### config.mk
export PLATFORM = sky130hd
export DESIGN_NAME = accel_seq_ctrl
export DESIGN_NICKNAME = d
export VERILOG_FILES = /design/src/rtl/accel_pkg.sv /design/src/rtl/seq_phase_cnt.sv /design/src/rtl/accel_seq_ctrl.sv
export SDC_FILE = /design/constraint.sdc
export NUM_CORES = 1
export LEC_CHECK = 0
export BUFFER_PORTS_ARGS = -buffer_cell sky130_fd_sc_hd__buf_2
export CAP_MARGIN = 20
export CORE_ASPECT_RATIO = 1.4
export CORE_MARGIN = 5
export CORE_UTILIZATION = 52
export CTS_CLUSTER_SIZE = 10
export DETAILED_ROUTE_END_ITERATION = 16
export PLACE_DENSITY = 0.87
export RECOVER_POWER = 100
export SYNTH_ARGS = -nofsm -noshare
export SYNTH_HDL_FRONTEND = slang
export SYNTH_HIERARCHICAL = 1
export SYNTH_SLANG_ARGS = --single-unit
### constraint.sdc
create_clock -name clk -period 3.4 [get_ports clk]
set_clock_uncertainty 0.2 [all_clocks]
set_input_delay 0.85 -clock clk [delete_from_list [all_inputs] [get_ports clk]]
set_output_delay 0.85 -clock clk [all_outputs]
set_load 0.02 [all_outputs]
### src/rtl/accel_pkg.sv
// ============================================================================
// Module      : accel_pkg
// Description : Shared types and defaults for the accelerator sequencer.
// Revision    : 1.0 - initial release
// ============================================================================
`default_nettype none

package accel_pkg;

    typedef enum logic [2:0] {
        S_IDLE  = 3'd0,
        S_WLOAD = 3'd1,
        S_ALOAD = 3'd2,
        S_MAC   = 3'd3,
        S_OLOAD = 3'd4,
        S_OOUT  = 3'd5,
        S_FIN   = 3'd6
    } seq_state_t;

    localparam logic [1:0] ACT_NONE    = 2'd0;
    localparam logic [1:0] ACT_RELU    = 2'd1;
    localparam logic [1:0] ACT_SOFTMAX = 2'd2;

    localparam int DEFAULT_ARRAY_DIM = 16;
    localparam int DEFAULT_PIPE_LAT  = 65;
    localparam int DEFAULT_OUT_LOAD  = 76;

    function automatic int max3(input int a, input int b, input int c);
        int m;
        m = (a > b) ? a : b;
        return (m > c) ? m : c;
    endfunction

endpackage

`default_nettype wire

### src/rtl/seq_phase_cnt.sv
// ============================================================================
// Module      : seq_phase_cnt
// Description : Loadable down-counter; o_last flags the final cycle of a phase.
// Revision    : 1.0 - initial release
// ============================================================================
`default_nettype none

module seq_phase_cnt #(
    parameter int CNT_W = 7
) (
    input  logic             clk,
    input  logic             rst,
    input  logic             i_load,
    input  logic [CNT_W-1:0] i_load_val,
    output logic             o_last
);

    logic [CNT_W-1:0] r_cnt;

    always_ff @(posedge clk) begin
        if (rst) begin
            r_cnt <= '0;
        end else if (i_load) begin
            r_cnt <= i_load_val;
        end else if (r_cnt != '0) begin
            r_cnt <= r_cnt - CNT_W'(1);
        end
    end

    assign o_last = (r_cnt == '0);

endmodule

`default_nettype wire

### src/rtl/accel_seq_ctrl.sv
// ============================================================================
// Module      : accel_seq_ctrl
// Description : Start/done tile sequencer driving tiler and accelerator enables.
//               Optional busy-cycle counter built when ACCEL_SEQ_PERF_EN is defined.
// Revision    : 1.0 - initial release
// ============================================================================
`default_nettype none

module accel_seq_ctrl
    import accel_pkg::*;
#(
    parameter int ARRAY_DIM = DEFAULT_ARRAY_DIM,
    parameter int PIPE_LAT  = DEFAULT_PIPE_LAT,
    parameter int OUT_LOAD  = DEFAULT_OUT_LOAD,
    parameter int TILE_W    = 8
) (
    input  logic              clk,
    input  logic              rst,
    input  logic              start,
    input  logic              abort,
    input  logic [TILE_W-1:0] cfg_tiles,
    input  logic [1:0]        cfg_act_mode,
    output logic              busy,
    output logic              done,
    output logic [TILE_W-1:0] tile_idx,
    output logic              tile_w_en,
    output logic              tile_a_en,
    output logic              weight_buffer_load_en,
    output logic              input_buffer_load_en,
    output logic              write_weight_en,
    output logic              weight_buffer_out_en,
    output logic              input_buffer_out_en,
    output logic              output_buffer_load_en,
    output logic              output_buffer_out_en,
    output logic              relu_en,
    output logic              softmax_en,
    output logic [31:0]       perf_cycles
);

    localparam int CNT_W = $clog2(max3(ARRAY_DIM, PIPE_LAT, OUT_LOAD) + 1);

    localparam logic [CNT_W-1:0] C_LEN_DIM  = CNT_W'(ARRAY_DIM - 1);
    localparam logic [CNT_W-1:0] C_LEN_PIPE = CNT_W'(PIPE_LAT - 1);
    localparam logic [CNT_W-1:0] C_LEN_OUT  = CNT_W'(OUT_LOAD - 1);

    seq_state_t        r_state;
    seq_state_t        w_state_nxt;
    logic              w_cnt_load;
    logic [CNT_W-1:0]  w_cnt_val;
    logic              w_cnt_last;
    logic [TILE_W-1:0] r_tiles;
    logic [1:0]        r_mode;
    logic [TILE_W-1:0] w_tile_inc;
    logic              r_mac_oload;
    logic              w_accept;
    logic              w_kill;

    assign w_accept   = (r_state == S_IDLE) && start && !abort;
    assign w_kill     = abort && (r_state != S_IDLE);
    assign w_tile_inc = tile_idx + TILE_W'(1);

    seq_phase_cnt #(
        .CNT_W (CNT_W)
    ) u_phase_cnt (
        .clk        (clk),
        .rst        (rst),
        .i_load     (w_cnt_load),
        .i_load_val (w_cnt_val),
        .o_last     (w_cnt_last)
    );

    // Next-state decision; the counter reloads on every phase transition.
    always_comb begin
        w_state_nxt = r_state;
        w_cnt_load  = 1'b0;
        w_cnt_val   = C_LEN_DIM;
        if (w_kill) begin
            w_state_nxt = S_IDLE;
        end else begin
            case (r_state)
                S_IDLE: begin
                    if (w_accept) begin
                        if (cfg_tiles != '0) begin
                            w_state_nxt = S_WLOAD;
                            w_cnt_load  = 1'b1;
                        end else begin
                            w_state_nxt = S_FIN;
                        end
                    end
                end
                S_WLOAD: begin
                    if (w_cnt_last) begin
                        w_state_nxt = S_ALOAD;
                        w_cnt_load  = 1'b1;
                    end
                end
                S_ALOAD: begin
                    if (w_cnt_last) begin
                        w_state_nxt = S_MAC;
                        w_cnt_load  = 1'b1;
                        w_cnt_val   = C_LEN_PIPE;
                    end
                end
                S_MAC: begin
                    if (w_cnt_last) begin
                        w_state_nxt = S_OLOAD;
                        w_cnt_load  = 1'b1;
                        w_cnt_val   = C_LEN_OUT;
                    end
                end
                S_OLOAD: begin
                    if (w_cnt_last) begin
                        w_state_nxt = S_OOUT;
                        w_cnt_load  = 1'b1;
                    end
                end
                S_OOUT: begin
                    if (w_cnt_last) begin
                        if (w_tile_inc == r_tiles) begin
                            w_state_nxt = S_FIN;
                        end else begin
                            w_state_nxt = S_WLOAD;
                            w_cnt_load  = 1'b1;
                        end
                    end
                end
                S_FIN:   w_state_nxt = S_IDLE;
                default: w_state_nxt = S_IDLE;
            endcase
        end
    end

    // Direct outputs are registered from the next state so they line up with
    // the state itself; delayed outputs are one more register behind.
    always_ff @(posedge clk) begin
        if (rst) begin
            r_state               <= S_IDLE;
            r_tiles               <= '0;
            r_mode                <= ACT_NONE;
            r_mac_oload           <= 1'b0;
            tile_idx              <= '0;
            busy                  <= 1'b0;
            done                  <= 1'b0;
            tile_w_en             <= 1'b0;
            tile_a_en             <= 1'b0;
            output_buffer_load_en <= 1'b0;
            output_buffer_out_en  <= 1'b0;
            relu_en               <= 1'b0;
            softmax_en            <= 1'b0;
            weight_buffer_load_en <= 1'b0;
            input_buffer_load_en  <= 1'b0;
            write_weight_en       <= 1'b0;
            weight_buffer_out_en  <= 1'b0;
            input_buffer_out_en   <= 1'b0;
        end else begin
            r_state <= w_state_nxt;
            if (w_accept) begin
                r_tiles <= cfg_tiles;
                r_mode  <= cfg_act_mode;
                if (cfg_tiles != '0) begin
                    tile_idx <= '0;
                end
            end else if (!w_kill && (r_state == S_OOUT) && w_cnt_last) begin
                tile_idx <= w_tile_inc;
            end

            busy                  <= (w_state_nxt != S_IDLE) && (w_state_nxt != S_FIN);
            done                  <= (w_state_nxt == S_FIN);
            tile_w_en             <= (w_state_nxt == S_WLOAD);
            tile_a_en             <= (w_state_nxt == S_ALOAD);
            output_buffer_load_en <= (w_state_nxt == S_OLOAD);
            output_buffer_out_en  <= (w_state_nxt == S_OOUT);
            relu_en               <= (w_state_nxt == S_OOUT) && (r_mode == ACT_RELU);
            softmax_en            <= (w_state_nxt == S_OOUT) && (r_mode == ACT_SOFTMAX);
            r_mac_oload           <= (w_state_nxt == S_MAC) || (w_state_nxt == S_OLOAD);

            weight_buffer_load_en <= tile_w_en   && !w_kill;
            input_buffer_load_en  <= tile_a_en   && !w_kill;
            write_weight_en       <= tile_a_en   && !w_kill;
            weight_buffer_out_en  <= tile_a_en   && !w_kill;
            input_buffer_out_en   <= r_mac_oload && !w_kill;
        end
    end

`ifdef ACCEL_SEQ_PERF_EN
    logic [31:0] r_perf;

    always_ff @(posedge clk) begin
        if (rst) begin
            r_perf <= '0;
        end else if (w_accept) begin
            r_perf <= '0;
        end else if (busy && (r_perf != 32'hFFFF_FFFF)) begin
            r_perf <= r_perf + 32'd1;
        end
    end

    assign perf_cycles = r_perf;
`else
    assign perf_cycles = '0;
`endif

endmodule

`default_nettype wire

After elaboration in Yosys (flattened, before gate mapping) --
Index checks and enable logic that the tools add are counted.
Word-level totals: input bits 14, word-level logic and storage cells 85, register bits 40, output and inout port bits 53
Cells by class: eq/ne operators 16, multiplexer cells 26, add/subtract/negate cells 2, reductions and logical operators 24
Operators by type and width (count):
- 2-to-1 mux 7 bit | 5
- 2-to-1 mux 3 bit | 9
- 2-to-1 mux 8 bit | 3
- case mux 3 bit (6 select lines) | 1
- == test 3 bit, second input constant | 5
- case mux 7 bit (2 select lines) | 1
- == test 3 x 2 -> 1 bit, second input constant | 4
- logical AND 1 bit | 11
- adder 8 x 1 -> 8 bit, second input constant | 1
- == test 8 bit | 1
- nonzero test 8 bit | 1
- logical NOT 7 bit | 1
- nonzero test 7 bit | 1
- subtractor 7 x 1 -> 7 bit, second input constant | 1
- == test 3 x 1 -> 1 bit, second input constant | 2
- 2-to-1 mux 1 bit | 6
- nonzero test 3 bit | 2
- nonzero test 2 bit | 2
- OR reduction 4 bit | 1
- logical NOT 3 bit | 1
- != test 3 bit, second input constant | 1
- case mux 1 bit (3 select lines) | 1
- == test 2 x 1 -> 1 bit, second input constant | 1
- == test 2 bit, second input constant | 1
- other kinds (4) | 5

Depth between registers and ports, before layout --
depth in word-level cells 8, gate-level depth with buffers 11, mapped depth without buffers 9

By module --
Netlist, hierarchy kept.
By module, submodules not included:
- accel_seq_ctrl | sequential area each 660.6 um^2, area each 2009.4 um^2, cells each 238, instances 1
- seq_phase_cnt | sequential area each 140.1 um^2, area each 399.1 um^2, cells each 47, instances 1

Least setup slack after synthesis --
Ideal clock, no wire load.
path kind reg-to-reg, from register tile_idx[0], to register u_phase_cnt.r_cnt[5], period minus slack after synthesis 2750 ps, path slack 650 ps, buffers on the path 1, stages on the path, launching flop included 11, data required time 3125 ps, library setup time 75 ps, arrival time 2475 ps, path through dfxtp_1 ha_1 clkbuf_2 nand3_2 o21ai_1 nor4b_1 o311a_2 a311oi_1 or2_2 or2_2 o22ai_1
Between the ends: cells in the longest elaborated chain, start to end 7, elaborated cells between the ends (all ways) 8, those cells by class 1 x add/sub; 1 x eq/ne; 5 x mux; 1 x reduce/logical
Ends and longest elaborated chain:
- start: declaration | RTL line accel_seq_ctrl.sv:25 | output logic [TILE_W-1:0] tile_idx,
- start signal: assignment | RTL line accel_seq_ctrl.sv:164 | tile_idx <= w_tile_inc;
- adder 8 x 1 -> 8 bit (*) | RTL line accel_seq_ctrl.sv:60 | assign w_tile_inc = tile_idx + TILE_W'(1);
- == test 8 bit (*) | RTL line accel_seq_ctrl.sv:119 | if (w_tile_inc == r_tiles) begin
- 2-to-1 mux 1 bit (*) | RTL line accel_seq_ctrl.sv:119
- 2-to-1 mux 1 bit (*) | RTL line accel_seq_ctrl.sv:118 | if (w_cnt_last) begin
- case mux 1 bit (3 select lines) (*) | RTL line accel_seq_ctrl.sv:80 | case (r_state)
- 2-to-1 mux 1 bit (*) | RTL line accel_seq_ctrl.sv:77 | if (w_kill) begin
- net w_cnt_load | RTL line accel_seq_ctrl.sv:48 | logic w_cnt_load;
- 2-to-1 mux 7 bit / nonzero test 2 bit (equally long branches)
- end signal: assignment | RTL line seq_phase_cnt.sv:24 | r_cnt <= i_load_val;
- end signal: assignment | RTL line seq_phase_cnt.sv:26 | r_cnt <= r_cnt - CNT_W'(1);
- end: declaration | RTL line seq_phase_cnt.sv:18 | logic [CNT_W-1:0] r_cnt;
Mark *: on every way through the listed nets, which the timed path passes. The rest lies on a longest branch. A chain may end at the register's enable or synchronous reset.

Final worst setup path --
from register tile_idx[0], to register u_phase_cnt.r_cnt[2]
The elaborated chain is that of the path after synthesis.

==> reports/metrics.cfg <==
[run_status]
status = complete, no violations

[worst_setup_path]
crit_slowest_cell = dfxtp_1
cp.buffers_inverters = 1
worstPathRequired_ns = 3.42
crit_arrival_ns = 2.97
path_class = flop to flop
end_kind = flop
startpoint_type = flop
path_cells = ha_1, nand3_2, o21ai_0, nor4b_1, o311a_2, a311oi_1, clkbuf_1, or3_1, a21oi_1
cp_top_family = simple AND/OR/NAND/NOR gates
cpPeakStageDelay_ns = 0.48
crit_fanout = 10

[final_layout]
fin_util = 0.551
fillers = 438
antenna_cells = 0
drive_gt1_frac = 0.112
postLayoutCellArea_sq_um = 2480
nets = 330
fin_cells = 375
synthToLayoutAreaGrowth_pct = 2.86

[global_routing]
grt.total_usage = 0.179
grt_max_degree = 30
first_global_vias = 1834
grt_overflow = 0
antenna_found_initial = 0
grt_pass1_wl_um = 8550

[sta]
rsz0062_at_grt = false
slew_violations = 0
hold_viol = 0
fin_crit_ns = 2.95
post-route-period-util = 0.867
tns_ns = 0
worst_pin_slew_ns = 0.843
slew_headroom = 0.438
fmax_mhz = 339
setup_viol = 0

[synthesis]
synthArstFlopShare = 0
synth_edf_count = 0
yosysWarningCount = 6
avgSynthCellArea_sq_um = 8.45
ys_ff_latch = 40
synth_top_area_share = 0.332
synth_area_leaders = dfxtp_1 33%, buf_4 11%, nor2_1 4.8%
synth-seq-area-share = 0.332
synth.distinct_cells = 58
synth-main-ff-cell = dfxtp_1
synthCells = 285
synth_top_cell_by_area = dfxtp_1
syn-cell-area_sq_um = 2410

[floorplan]
core_sq_um = 4500
fp-row-count = 29
num_io_pins = 67
fp.dieW_um = 67.5
initial_core_util = 0.535
dieArea_sq_um = 6110
dieHeight_um = 90.5

[clocking]
cts_tree = built
numCtsBuffers = 5
cts_resized = 0
clk_path_buf_depth = 2
insertion_delay_ns = 0.29
cts.sinks = 40
cts.clk_slew.worst_paths_ns = 0.07
h-tree-depth = 2
post_cts_buffers = 0
clock_tree.root_cell = clkbuf_8
cts_hold_buf = 0

[pwr]
irDropWorstVdd_uv = 377
power.density_nw_per_um2 = 623
finalPower_uw = 1540
p_leak_uw = 0.00103

[drt]
antenna_left = 0
drc_errors = 0
drtIter0Drc = 65
totalWireLength_um = 5150
first_pass_iters = 4
wl_per_cell_um = 13.7
via_per_inst = 5.25
num_vias = 1970

[place]
placed_area_sq_um = 2460
place_congestion = 0.892
dp_hpwl_um = 4000
placed_cells = 368
port_buffers = 34

[min_path]
hp-class = flop to flop

[run]
drv_cap = 0

## cell usage after synthesis (all sizes together), types with 6 or more instances
cell / number
nor2: 31
and2: 7
dfxtp: 40
a21oi: 22
or3: 9
nand2: 20
xor2: 8
inv: 6
nand3: 6
buf: 44
xnor2: 9
mux2i: 11
o21ai: 15
## stage by stage
step	hold WS (ns)	worst slack, ns
2_1_floorplan	0.206	0.650
3_3_place_gp	0.211	0.669
3_5_place_dp	0.215	0.537
4_1_cts	0.233	0.500
5_1_grt	0.265	0.108
6_report	0.231	0.453
## cell type report
| cell class | instances | area (sq um) | area share |
|---|---|---|---|
| Sequential cell | 40 | 801 | 0.323 |
| Timing Repair Buffer | 36 | 151 | 0.0611 |
| Tap cell | 62 | 77.6 | 0.0313 |
| Clock inverter | 2 | 12.5 | 0.00505 |
| Clock buffer | 5 | 68.8 | 0.0278 |
| Multi-Input combinational cell | 224 | 1340 | 0.542 |
| Inverter | 6 | 22.5 | 0.00909 |
## sequential cells by signal, summed over array words and instances (netlist names)
register and flops:
busy 1, done 1, input_buffer_out_en 1, output_buffer_load_en 1, output_buffer_out_en 1, r_mac_oload 1, r_mode 2, r_state 3
r_tiles 8, relu_en 1, softmax_en 1, tile_a_en 1, tile_idx 8, tile_w_en 1, u_phase_cnt/r_cnt 7, weight_buffer_load_en 1
weight_buffer_out_en 1
## final timing paths
kind                                  from                                end  slack (ns)  cells past startpoint
setup / recovery  tile_idx[0]$_SDFFE_PP0P_  u_phase_cnt/r_cnt[2]$_SDFFE_PP0P_        0.45                      9
hold / removal      r_mac_oload$_SDFF_PP0_     input_buffer_out_en$_SDFF_PP0_        0.23                      1
setup reg to reg  tile_idx[0]$_SDFFE_PP0P_  u_phase_cnt/r_cnt[2]$_SDFFE_PP0P_        0.45                      9
hold reg to reg     r_mac_oload$_SDFF_PP0_     input_buffer_out_en$_SDFF_PP0_        0.23                      1
## metal layers
metal  wire, um  share of wire  GRT usage  vias to the layer above
li1           -              -          -                      965
met1       1890           0.37      0.197                      922
met2       2820           0.55      0.318                       71
met3        293          0.057     0.0324                       12
met4        145          0.028     0.0795                        0
met5          0              0          0                        -
## logic make-up (layout without fill, tap and decap cells)
| group | after synthesis | in the layout | synth area share |
|---|---|---|---|
| buffers and inverters | 54 | 49 | 0.148 |
| adder cells (fa/ha/maj) | 3 | 3 | 0.0156 |
| flip-flops | 40 | 40 | 0.332 |
| AND/OR/NAND/NOR | 102 | 102 | 0.242 |
| XOR/XNOR | 17 | 17 | 0.0649 |
| other | 1 | 34 | 0.00156 |
| multiplexers | 12 | 12 | 0.0504 |
| AO/OA/AOI/OAI | 56 | 56 | 0.145 |
## layout by cell type (no fill, tap or decap), drive strengths merged, types with 8 or more instances in the layout
cell type,count
conb,34
nor2,31
xnor2,9
or3,9
nand2,20
o21ai,15
dfxtp,40
xor2,8
buf,13
a21oi,22
clkbuf,28
mux2i,11
## power breakdown
group	switching, uW	leakage, uW	internal (uW)	total (uW)
registers	72.5	0.000326	547	620
logic	378	0.000666	247	625
clock network	159	0.0000400	139	298
total	609	0.00103	933	1540
Power figures use the tool's default switching activity.
